## src/rtl/rv32_wb_arbiter_if.sv

```systemverilog
`default_nettype none
// ============================================================================
// Module      : rv32_wb_arbiter_if
// Description : Bundle of the writeback-arbiter bus signals. It carries the
//               pipeline writeback, the MLU result handshake, the MLU issue
//               notification, the decode operand fields, and the stall,
//               register-file and debug outputs.
//               modport slave  : arbiter view (bus inputs in, results out)
//               modport master : environment view (drives the arbiter inputs)
// Revision    : 1.0 - initial release
// ============================================================================
interface rv32_wb_arbiter_if;
    // Pipeline writeback (cannot be backpressured)
    logic        pipe_wb_valid;
    logic [4:0]  pipe_wb_rd;
    logic [31:0] pipe_wb_data;
    // MLU result handshake
    logic        mlu_valid;
    logic        mlu_ready;
    logic [4:0]  mlu_rd;
    logic [31:0] mlu_data;
    // MLU dispatch notification
    logic        mlu_issue;
    logic [4:0]  mlu_issue_rd;
    // Decode operands
    logic [4:0]  dec_rs1;
    logic [4:0]  dec_rs2;
    logic [4:0]  dec_rd;
    logic        dec_use_rs1;
    logic        dec_use_rs2;
    logic        dec_write_rd;
    // Stalls
    logic        hazard_stall;
    logic        starve_stall;
    // Register-file write port
    logic        rf_write;
    logic [4:0]  rf_rw;
    logic [31:0] rf_d;
    // Debug
    logic [31:0] busy_mask;

    modport slave (
        input  pipe_wb_valid, pipe_wb_rd, pipe_wb_data,
        input  mlu_valid, mlu_rd, mlu_data,
        output mlu_ready,
        input  mlu_issue, mlu_issue_rd,
        input  dec_rs1, dec_rs2, dec_rd, dec_use_rs1, dec_use_rs2, dec_write_rd,
        output hazard_stall, starve_stall,
        output rf_write, rf_rw, rf_d,
        output busy_mask
    );

    modport master (
        output pipe_wb_valid, pipe_wb_rd, pipe_wb_data,
        output mlu_valid, mlu_rd, mlu_data,
        input  mlu_ready,
        output mlu_issue, mlu_issue_rd,
        output dec_rs1, dec_rs2, dec_rd, dec_use_rs1, dec_use_rs2, dec_write_rd,
        input  hazard_stall, starve_stall,
        input  rf_write, rf_rw, rf_d,
        input  busy_mask
    );
endinterface
`default_nettype wire

```

## src/rtl/rv32_wb_arbiter.sv

```systemverilog
`default_nettype none
// ============================================================================
// Module      : rv32_wb_arbiter
// Description : Shares the single register-file write port between the
//               fixed-latency pipeline writeback (always wins) and the
//               multi-cycle unit (valid/ready). A starvation counter asks the
//               pipeline for a one-cycle bubble so MLU results always drain.
//               A busy scoreboard of outstanding MLU destinations stalls
//               decode on RAW/WAW hazards.
// Ports       : clk   - clock, all state updates on posedge
//               reset - synchronous active-high reset
//               bus   - rv32_wb_arbiter_if.slave (writeback, MLU, decode,
//                       stall, register-file and debug signals)
// Parameters  : STARVE_LIMIT - consecutive blocked MLU cycles before
//                              starve_stall asserts (>= 1)
// Revision    : 1.0 - initial release
// ============================================================================
module rv32_wb_arbiter #(
    parameter int STARVE_LIMIT = 4
) (
    input  wire logic           clk,
    input  wire logic           reset,
    rv32_wb_arbiter_if.slave    bus
);

    localparam int                CNT_W   = $clog2(STARVE_LIMIT + 1);
    localparam logic [CNT_W-1:0]  c_limit = CNT_W'(STARVE_LIMIT);
    localparam logic [CNT_W-1:0]  c_one   = CNT_W'(1);

    // State
    logic [CNT_W-1:0] cnt_q,      cnt_d;
    logic [31:0]      busy_q,     busy_d;
    logic             rf_write_q, rf_write_d;
    logic [4:0]       rf_rw_q,    rf_rw_d;
    logic [31:0]      rf_d_q,     rf_d_d;

    // Combinational
    logic w_mlu_ready;
    logic w_accept;
    logic w_starve;
    logic w_hazard;

    // Ready depends only on reset and the pipeline, never on mlu_valid.
    assign w_mlu_ready = !reset && !bus.pipe_wb_valid;
    assign w_accept    = bus.mlu_valid && w_mlu_ready;
    assign w_starve    = !reset && (cnt_q == c_limit);

    // busy_q[0] is held at 0, so an x0 operand can never stall.
    assign w_hazard = !reset && (
                          (bus.dec_use_rs1  && busy_q[bus.dec_rs1]) ||
                          (bus.dec_use_rs2  && busy_q[bus.dec_rs2]) ||
                          (bus.dec_write_rd && busy_q[bus.dec_rd]));

    always_comb begin
        // Starvation counter: counts cycles an MLU result sits blocked.
        // Cleared once starve_stall has been raised, because the pipeline
        // guarantees a bubble in the following cycle.
        cnt_d = cnt_q + c_one;
        if (w_accept || !bus.mlu_valid || w_starve) begin
            cnt_d = '0;
        end

        // Scoreboard: clear is applied first so a same-cycle set wins.
        busy_d = busy_q;
        if (w_accept && (bus.mlu_rd != 5'd0)) begin
            busy_d[bus.mlu_rd] = 1'b0;
        end
        if (bus.mlu_issue && (bus.mlu_issue_rd != 5'd0)) begin
            busy_d[bus.mlu_issue_rd] = 1'b1;
        end
        busy_d[0] = 1'b0;

        // Output stage: index/data hold when there is no winner.
        rf_write_d = 1'b0;
        rf_rw_d    = rf_rw_q;
        rf_d_d     = rf_d_q;
        if (bus.pipe_wb_valid) begin
            rf_write_d = (bus.pipe_wb_rd != 5'd0);
            rf_rw_d    = bus.pipe_wb_rd;
            rf_d_d     = bus.pipe_wb_data;
        end else if (w_accept) begin
            rf_write_d = (bus.mlu_rd != 5'd0);
            rf_rw_d    = bus.mlu_rd;
            rf_d_d     = bus.mlu_data;
        end
    end

    always_ff @(posedge clk) begin
        if (reset) begin
            cnt_q      <= '0;
            busy_q     <= '0;
            rf_write_q <= 1'b0;
            rf_rw_q    <= 5'd0;
            rf_d_q     <= 32'd0;
        end else begin
            cnt_q      <= cnt_d;
            busy_q     <= busy_d;
            rf_write_q <= rf_write_d;
            rf_rw_q    <= rf_rw_d;
            rf_d_q     <= rf_d_d;
        end
    end

    assign bus.mlu_ready    = w_mlu_ready;
    assign bus.hazard_stall = w_hazard;
    assign bus.starve_stall = w_starve;
    assign bus.rf_write     = rf_write_q;
    assign bus.rf_rw        = rf_rw_q;
    assign bus.rf_d         = rf_d_q;
    assign bus.busy_mask    = busy_q;

endmodule
`default_nettype wire

```

## src/flat_wrapper.sv

```systemverilog
// flat-port wrapper written by rule: the top's interface ports become plain ports
module rv32_wb_arbiter_flat 
#(
    parameter int STARVE_LIMIT = 4
)
  (clk, reset, bus_pipe_wb_valid, bus_pipe_wb_rd, bus_pipe_wb_data, bus_mlu_valid, bus_mlu_rd, bus_mlu_data, bus_mlu_ready, bus_mlu_issue, bus_mlu_issue_rd, bus_dec_rs1, bus_dec_rs2, bus_dec_rd, bus_dec_use_rs1, bus_dec_use_rs2, bus_dec_write_rd, bus_hazard_stall, bus_starve_stall, bus_rf_write, bus_rf_rw, bus_rf_d, bus_busy_mask);
  rv32_wb_arbiter_if bus_i ();
  input  wire logic clk;
  input  wire logic reset;
  input wire logic [$bits(bus_i.pipe_wb_valid)-1:0] bus_pipe_wb_valid;
  input wire logic [$bits(bus_i.pipe_wb_rd)-1:0] bus_pipe_wb_rd;
  input wire logic [$bits(bus_i.pipe_wb_data)-1:0] bus_pipe_wb_data;
  input wire logic [$bits(bus_i.mlu_valid)-1:0] bus_mlu_valid;
  input wire logic [$bits(bus_i.mlu_rd)-1:0] bus_mlu_rd;
  input wire logic [$bits(bus_i.mlu_data)-1:0] bus_mlu_data;
  output wire logic [$bits(bus_i.mlu_ready)-1:0] bus_mlu_ready;
  input wire logic [$bits(bus_i.mlu_issue)-1:0] bus_mlu_issue;
  input wire logic [$bits(bus_i.mlu_issue_rd)-1:0] bus_mlu_issue_rd;
  input wire logic [$bits(bus_i.dec_rs1)-1:0] bus_dec_rs1;
  input wire logic [$bits(bus_i.dec_rs2)-1:0] bus_dec_rs2;
  input wire logic [$bits(bus_i.dec_rd)-1:0] bus_dec_rd;
  input wire logic [$bits(bus_i.dec_use_rs1)-1:0] bus_dec_use_rs1;
  input wire logic [$bits(bus_i.dec_use_rs2)-1:0] bus_dec_use_rs2;
  input wire logic [$bits(bus_i.dec_write_rd)-1:0] bus_dec_write_rd;
  output wire logic [$bits(bus_i.hazard_stall)-1:0] bus_hazard_stall;
  output wire logic [$bits(bus_i.starve_stall)-1:0] bus_starve_stall;
  output wire logic [$bits(bus_i.rf_write)-1:0] bus_rf_write;
  output wire logic [$bits(bus_i.rf_rw)-1:0] bus_rf_rw;
  output wire logic [$bits(bus_i.rf_d)-1:0] bus_rf_d;
  output wire logic [$bits(bus_i.busy_mask)-1:0] bus_busy_mask;
  assign bus_i.pipe_wb_valid = bus_pipe_wb_valid;
  assign bus_i.pipe_wb_rd = bus_pipe_wb_rd;
  assign bus_i.pipe_wb_data = bus_pipe_wb_data;
  assign bus_i.mlu_valid = bus_mlu_valid;
  assign bus_i.mlu_rd = bus_mlu_rd;
  assign bus_i.mlu_data = bus_mlu_data;
  assign bus_mlu_ready = bus_i.mlu_ready;
  assign bus_i.mlu_issue = bus_mlu_issue;
  assign bus_i.mlu_issue_rd = bus_mlu_issue_rd;
  assign bus_i.dec_rs1 = bus_dec_rs1;
  assign bus_i.dec_rs2 = bus_dec_rs2;
  assign bus_i.dec_rd = bus_dec_rd;
  assign bus_i.dec_use_rs1 = bus_dec_use_rs1;
  assign bus_i.dec_use_rs2 = bus_dec_use_rs2;
  assign bus_i.dec_write_rd = bus_dec_write_rd;
  assign bus_hazard_stall = bus_i.hazard_stall;
  assign bus_starve_stall = bus_i.starve_stall;
  assign bus_rf_write = bus_i.rf_write;
  assign bus_rf_rw = bus_i.rf_rw;
  assign bus_rf_d = bus_i.rf_d;
  assign bus_busy_mask = bus_i.busy_mask;
  rv32_wb_arbiter #(.STARVE_LIMIT(STARVE_LIMIT)) u_core (.clk(clk), .reset(reset), .bus(bus_i));
endmodule
```

## config.mk

```make
export PLATFORM = sky130hd
export DESIGN_NAME = rv32_wb_arbiter_flat
export DESIGN_NICKNAME = d
export VERILOG_FILES = /design/src/rtl/rv32_wb_arbiter_if.sv /design/src/rtl/rv32_wb_arbiter.sv /design/src/flat_wrapper.sv
export SDC_FILE = /design/constraint.sdc
export NUM_CORES = 1
export LEC_CHECK = 0
export CORE_MARGIN = 1
export CORE_UTILIZATION = 55
export DETAILED_ROUTE_END_ITERATION = 8
export DONT_BUFFER_PORTS = 1
export GPL_ROUTABILITY_DRIVEN = 0
export PLACE_DENSITY = 0.7
export SYNTH_ARGS = -nofsm -noshare
export SYNTH_HDL_FRONTEND = slang
export SYNTH_SLANG_ARGS = --single-unit
```

## constraint.sdc

```tcl
create_clock -name clk -period 3.9 [get_ports clk]
set_input_delay 1.17 -clock clk [delete_from_list [all_inputs] [get_ports clk]]
set_output_delay 1.17 -clock clk [all_outputs]
set_load 0.1 [all_outputs]
```

# Word level (Yosys, flattened, before mapping)
# Cells that the tools add are included.
[totals]
out_inout_bits = 73
register_bits = 73
word_cells = 59
inputBits = 102
[classes]
reduce_logical = 23
n_mux = 18
magnitude_cmp = 7
n_bitwise = 3
add_sub_neg = 1
eq_ne = 1
[ops]
columns = ["operator", "count"]
rows = [
  ["32-bit two-way mux", 4],
  ["32-bit AND", 1],
  ["32-bit NOT", 1],
  ["32-bit OR", 1],
  ["5-bit by 6-bit < comparator with 1-bit output, second input constant", 5],
  ["1-bit binary-select mux with 5-bit select", 3],
  ["5-bit nonzero test", 3],
  ["1-bit logical AND", 11],
  ["1-bit demux with 5-bit select", 2],
  ["5-bit by 1-bit >= comparator with 1-bit output, second input constant", 2],
  ["5-bit two-way mux", 2],
  ["1-bit two-way mux", 7],
  ["1-bit logical OR", 4],
  ["3-bit by 1-bit adder with 3-bit output, second input constant", 1],
  ["3-bit == test, second input constant", 1],
  ["1-bit zero test", 3],
  ["2-bit nonzero test", 1],
  ["2-bit OR reduction", 1],
]

# Logic depth before layout (Yosys ltp)
[logic_depth]
depth_word = 9
depth_mapped = 7
mapped_depth_nobuf = 5

# Least setup slack after synthesis
# Ideal clock, no wire load.
[synth_path]
kind = "input-to-output"
startpoint = "input port bus_dec_rs2[1]"
endpoint = "output port bus_hazard_stall"
t_required_ps = 2730
slack_ps = -1630
stages = 6
path_buffers = 1
arrival_time_ps = 4360
path_cell_list = "buf_4 > mux4_2 > and4b_1 > a211oi_1 > and3_2 > o311ai_1"
[synth_between]
elab_chain_cells = 6
[synth_lines]
columns = ["element", "line", "source"]
rows = [
  ["start, declared", "flat_wrapper.sv:20", "input wire logic [$bits(bus_i.dec_rs2)-1:0] bus_dec_rs2;"],
  ["1-bit binary-select mux with 5-bit select", "rv32_wb_arbiter.sv:51", "(bus.dec_use_rs2 && busy_q[bus.dec_rs2]) ||"],
  ["1-bit two-way mux (implied by the code)", "rv32_wb_arbiter.sv:51", ""],
  ["1-bit logical AND", "rv32_wb_arbiter.sv:51", ""],
  ["1-bit logical OR", "rv32_wb_arbiter.sv:50", "(bus.dec_use_rs1 && busy_q[bus.dec_rs1]) ||"],
  ["1-bit logical OR", "rv32_wb_arbiter.sv:51", ""],
  ["1-bit logical AND", "rv32_wb_arbiter.sv:49", "assign w_hazard = !reset && ("],
  ["end, declared", "flat_wrapper.sv:25", "output wire logic [$bits(bus_i.hazard_stall)-1:0] bus_hazard_stall;"],
]
# Every way passes these cells. The select of a mux whose other input is x is not followed.

# Final worst setup path
[layout_path]
startpoint = "input port bus_dec_rd[1]"
endpoint = "output port bus_hazard_stall"
[layout_between]
elab_chain_cells = 5
[layout_lines]
columns = ["element", "line", "source"]
rows = [
  ["start, declared", "flat_wrapper.sv:21", "input wire logic [$bits(bus_i.dec_rd)-1:0] bus_dec_rd;"],
  ["1-bit binary-select mux with 5-bit select", "rv32_wb_arbiter.sv:52", "(bus.dec_write_rd && busy_q[bus.dec_rd]));"],
  ["1-bit two-way mux (implied by the code)", "rv32_wb_arbiter.sv:52", ""],
  ["1-bit logical AND", "rv32_wb_arbiter.sv:52", ""],
  ["1-bit logical OR", "rv32_wb_arbiter.sv:51", ""],
  ["1-bit logical AND", "rv32_wb_arbiter.sv:49", ""],
]
# Every way passes these cells. The select of a mux whose other input is x is not followed.

==> impl_metrics.py <==
metrics = {
    "synth": {
        "synth_nets": 587,
        "synth_top_area_share_pct": 35.7,
        "synth_ff_type": "dfxtp_1",
        "synth_seq_cells": 72,
        "synth_edf_count": 0,
        "synth.distinct_cells": 47,
        "synthArstFlopShare_pct": 0,
        "synth_area_leaders": "dfxtp_1, mux2i_1, a21oi_1",
        "synth_warnings": 0,
        "avgSynthCellArea_um2": 8.37,
        "syn_inst": 483,
        "yosysSeqAreaShare_pct": 35.7,
        "synth_area_um2": 4040,
        "synth_largest_area_cell": "dfxtp_1",
    },
    "die": {
        "die-area_um2": 7700,
        "rows": 30,
        "io_pins": 175,
        "chipHeight_um": 87.7,
        "fp.coreArea_um2": 6940,
        "start_util_pct": 58.2,
        "die_x_um": 87.7,
    },
    "sta": {
        "finalCriticalPeriod_ns": 3.84,
        "period_share_pct": 98.6,
        "grt_setup_unrepaired": "false",
        "clock.fmax_mhz": 260,
        "tightest_slew_ns": 0.996,
        "tns_ns": 0,
        "finalHoldViolations": 0,
        "skew_ns": 0.000265,
        "setup_violations": 0,
        "slew_headroom_pct": 33.5,
        "slew_viol_final": 0,
    },
    "min_path": {
        "hold_class": "flop to flop",
        "hold_depth": 2,
        "hold_path_end": "u_core.cnt_q[0]",
        "hp-start": "u_core.cnt_q[0]",
    },
    "setup_path": {
        "arrival_ns": 2.67,
        "critical_path_buf_inv_count": 1,
        "path_depth": 6,
        "end_kind": "primary output",
        "max_stage_delay_ns": 0.51,
        "r2r_slack_ns": 2.42,
        "required_ns": 2.73,
        "crit_chain": "mux4_1 > mux2_2 > o311a_1 > nand3_1 > o311ai_4 > buf_12",
        "worst-path-max-fanout": 9,
        "critPathTopFamily": "multiplexers",
        "r2r-start": "u_core.bus.rf_d[15]",
        "r2r_end": "u_core.bus.rf_d[15]",
        "worstSetupPathType": "primary input to primary output",
        "startpoint_type": "primary input",
        "crit_slowest_cell": "mux4_1",
        "ff2ff_path_depth": 4,
    },
    "pwr": {
        "peakVddDrop_mv": 0.234,
        "power.total_w": 0.00181,
        "p_per_area_nw_per_um2": 401,
        "leakage_nw": 1.80,
    },
    "drt": {
        "wl_per_cell_um": 18.6,
        "drc": 0,
        "drt_pre_antenna_iters": 6,
        "vias_per_cell": 6.19,
        "drt_iter0_markers": 253,
        "antenna_left": 0,
        "via_count": 3679,
        "drt-total-wl_mm": 11.1,
    },
    "final_layout": {
        "nets": 597,
        "diodes": 0,
        "nFillCells": 580,
        "synthToLayoutAreaGrowth_pct": 11.4,
        "layout-drive-gt1-share_pct": 14.9,
    },
    "grt": {
        "antenna_found_initial": 0,
        "grt_max_degree": 78,
        "grt_usage_pct": 29.0,
        "grt-ovfl-total": 0,
        "grt_pass1_vias": 3440,
        "grt_pass1_wl_mm": 16.8,
    },
    "run": {
        "cap_violations": 0,
    },
    "clock_tree": {
        "post-cts-setup-buffers": 0,
        "tritoncts": "yes",
        "htree_levels": 3,
        "insertion_delay_ns": 0.34,
        "cts_sinks": 72,
        "numCtsBuffers": 9,
        "root_buffer": "clkbuf_8",
        "clock_path_buffers": 2,
        "cts.reportedPaths.clkPinSlew_ns": 0.08,
    },
    "outcome": {
        "status": "finished, final reports clean",
    },
    "placed_design": {
        "port_buffers": 0,
        "hpwl_mm": 8.09,
    },
}
==> area by class of cell <==
cell class                      instances  area (µm²)  area share, %
Multi-Input combinational cell        368        2430           53.9
Clock inverter                          7        93.8           2.08
Sequential cell                        72        1440           32.0
Inverter                                8        30.0          0.667
Clock buffer                            9         124           2.75
Tap cell                               96         120           2.67
Timing Repair Buffer                   34         268           5.94
==> per-layer routing <==
metal	track usage (%)	vias to the layer above	wire, µm	share of wire [%]
met1	34.6	1684	4280	39
met2	47.8	227	5360	48
met3	6.50	37	1030	9.3
met5	0	-	0	0
met4	17.9	0	380	3.4
li1	-	1731	-	-
==> how the worst max path moves through the flow <==
| stage | startpoint | endpoint | slack (ns) |
|---|---|---|---|
| after floorplan | bus_dec_rs2[1] | bus_hazard_stall | -0.14 |
| after global placement | bus_dec_rs2[1] | bus_hazard_stall | 0.07 |
| after detailed placement | bus_dec_rd[1] | bus_hazard_stall | 0.06 |
| after CTS | bus_dec_rd[1] | bus_hazard_stall | 0.05 |
| after global routing | bus_dec_rd[1] | bus_hazard_stall | 0.008 |
| final | bus_dec_rd[1] | bus_hazard_stall | 0.06 |
==> cell usage in the layout, fill, tap and decap left out, types with 3 or more instances in the layout <==
| cell | instances |
|---|---|
| nor2_1 | 89 |
| nor2b_1 | 5 |
| nand3b_1 | 3 |
| and2_1 | 4 |
| dfxtp_1 | 72 |
| nand3_1 | 9 |
| a21oi_1 | 74 |
| mux4_2 | 15 |
| nand2_1 | 40 |
| buf_4 | 33 |
| mux2i_1 | 47 |
| inv_1 | 8 |
| nand2b_1 | 10 |
| clkbuf_8 | 9 |
| o21ai_0 | 32 |
| mux4_1 | 4 |
==> through the flow <==
stage          hold WS (ns)  setup WS (ns)  instance area [µm²]  utilization [%]  instances
5_1_grt               0.571        0.00823                 4500             64.9        594
6_report              0.533         0.0562                 4500             64.9        594
2_1_floorplan         0.479         -0.140                 4080                -        483
4_1_cts               0.529         0.0535                 4500             64.8        594
3_5_place_dp          0.506         0.0616                 4280             61.7        578
3_3_place_gp          0.491         0.0664                 4280             61.7        578
==> power by group <==
group          internal, W  total [W]  leakage (nW)  switching [W]
Clock             0.000360   0.000646         0.106       0.000286
Combinational    0.0000824   0.000187          1.10       0.000104
Sequential        0.000765   0.000975         0.589       0.000210
Total              0.00121    0.00181          1.80       0.000601
==> worst min-delay path: cells and delay by family, from the launching register on <==
family	cells	cell delay, ns
and+or+nand+nor	1	0.11
DFF	1	0.32
buffers and inverters	1	0.07
==> sequential cells by signal (all words and copies together), names as in the netlist <==
| name | flops |
|---|---|
| u_core.bus.rf_rw | 5 |
| u_core.bus.busy_mask | 31 |
| u_core.cnt_q | 3 |
| u_core.bus.rf_d | 32 |
| u_core.bus.rf_write | 1 |
==> cell usage after synthesis (2+ instances only) <==
cell / count
nor2b_1: 5
buf_2: 5
buf_4: 2
nor2_1: 90
buf_1: 7
o211ai_1: 2
nand2_1: 40
nand2b_1: 10
clkbuf_8: 2
nor3_1: 2
and2_1: 4
ha_1: 2
inv_1: 8
nand3_1: 9
and3b_1: 2
nor4_1: 2
mux2i_1: 47
dfxtp_1: 72
or2_2: 2
o21ai_0: 32
mux2_2: 2
nand3b_1: 3
clkbuf_1: 18
mux4_2: 15
nand4b_1: 2
mux4_1: 4
a21oi_1: 74
==> repair_timing <==
item	CTS	global route
endpoints found under the setup margin	0	1
resized for setup	0	1
hold buffers	0	0
==> cells by family (layout without fill, tap and decap cells) <==
| group | after synthesis | count (layout) | synth area share, % |
|---|---|---|---|
| adders and majority gates | 2 | 2 | 0.619 |
| other | 1 | 1 | 0.0928 |
| muxes | 68 | 68 | 23.2 |
| and+or+nand+nor | 179 | 179 | 19.9 |
| AOI/OAI and AO/OA | 118 | 118 | 15.6 |
| buffers and inverters | 43 | 58 | 5.01 |
| DFF | 72 | 72 | 35.7 |
Note: power is estimated with default switching activity, not from simulation.
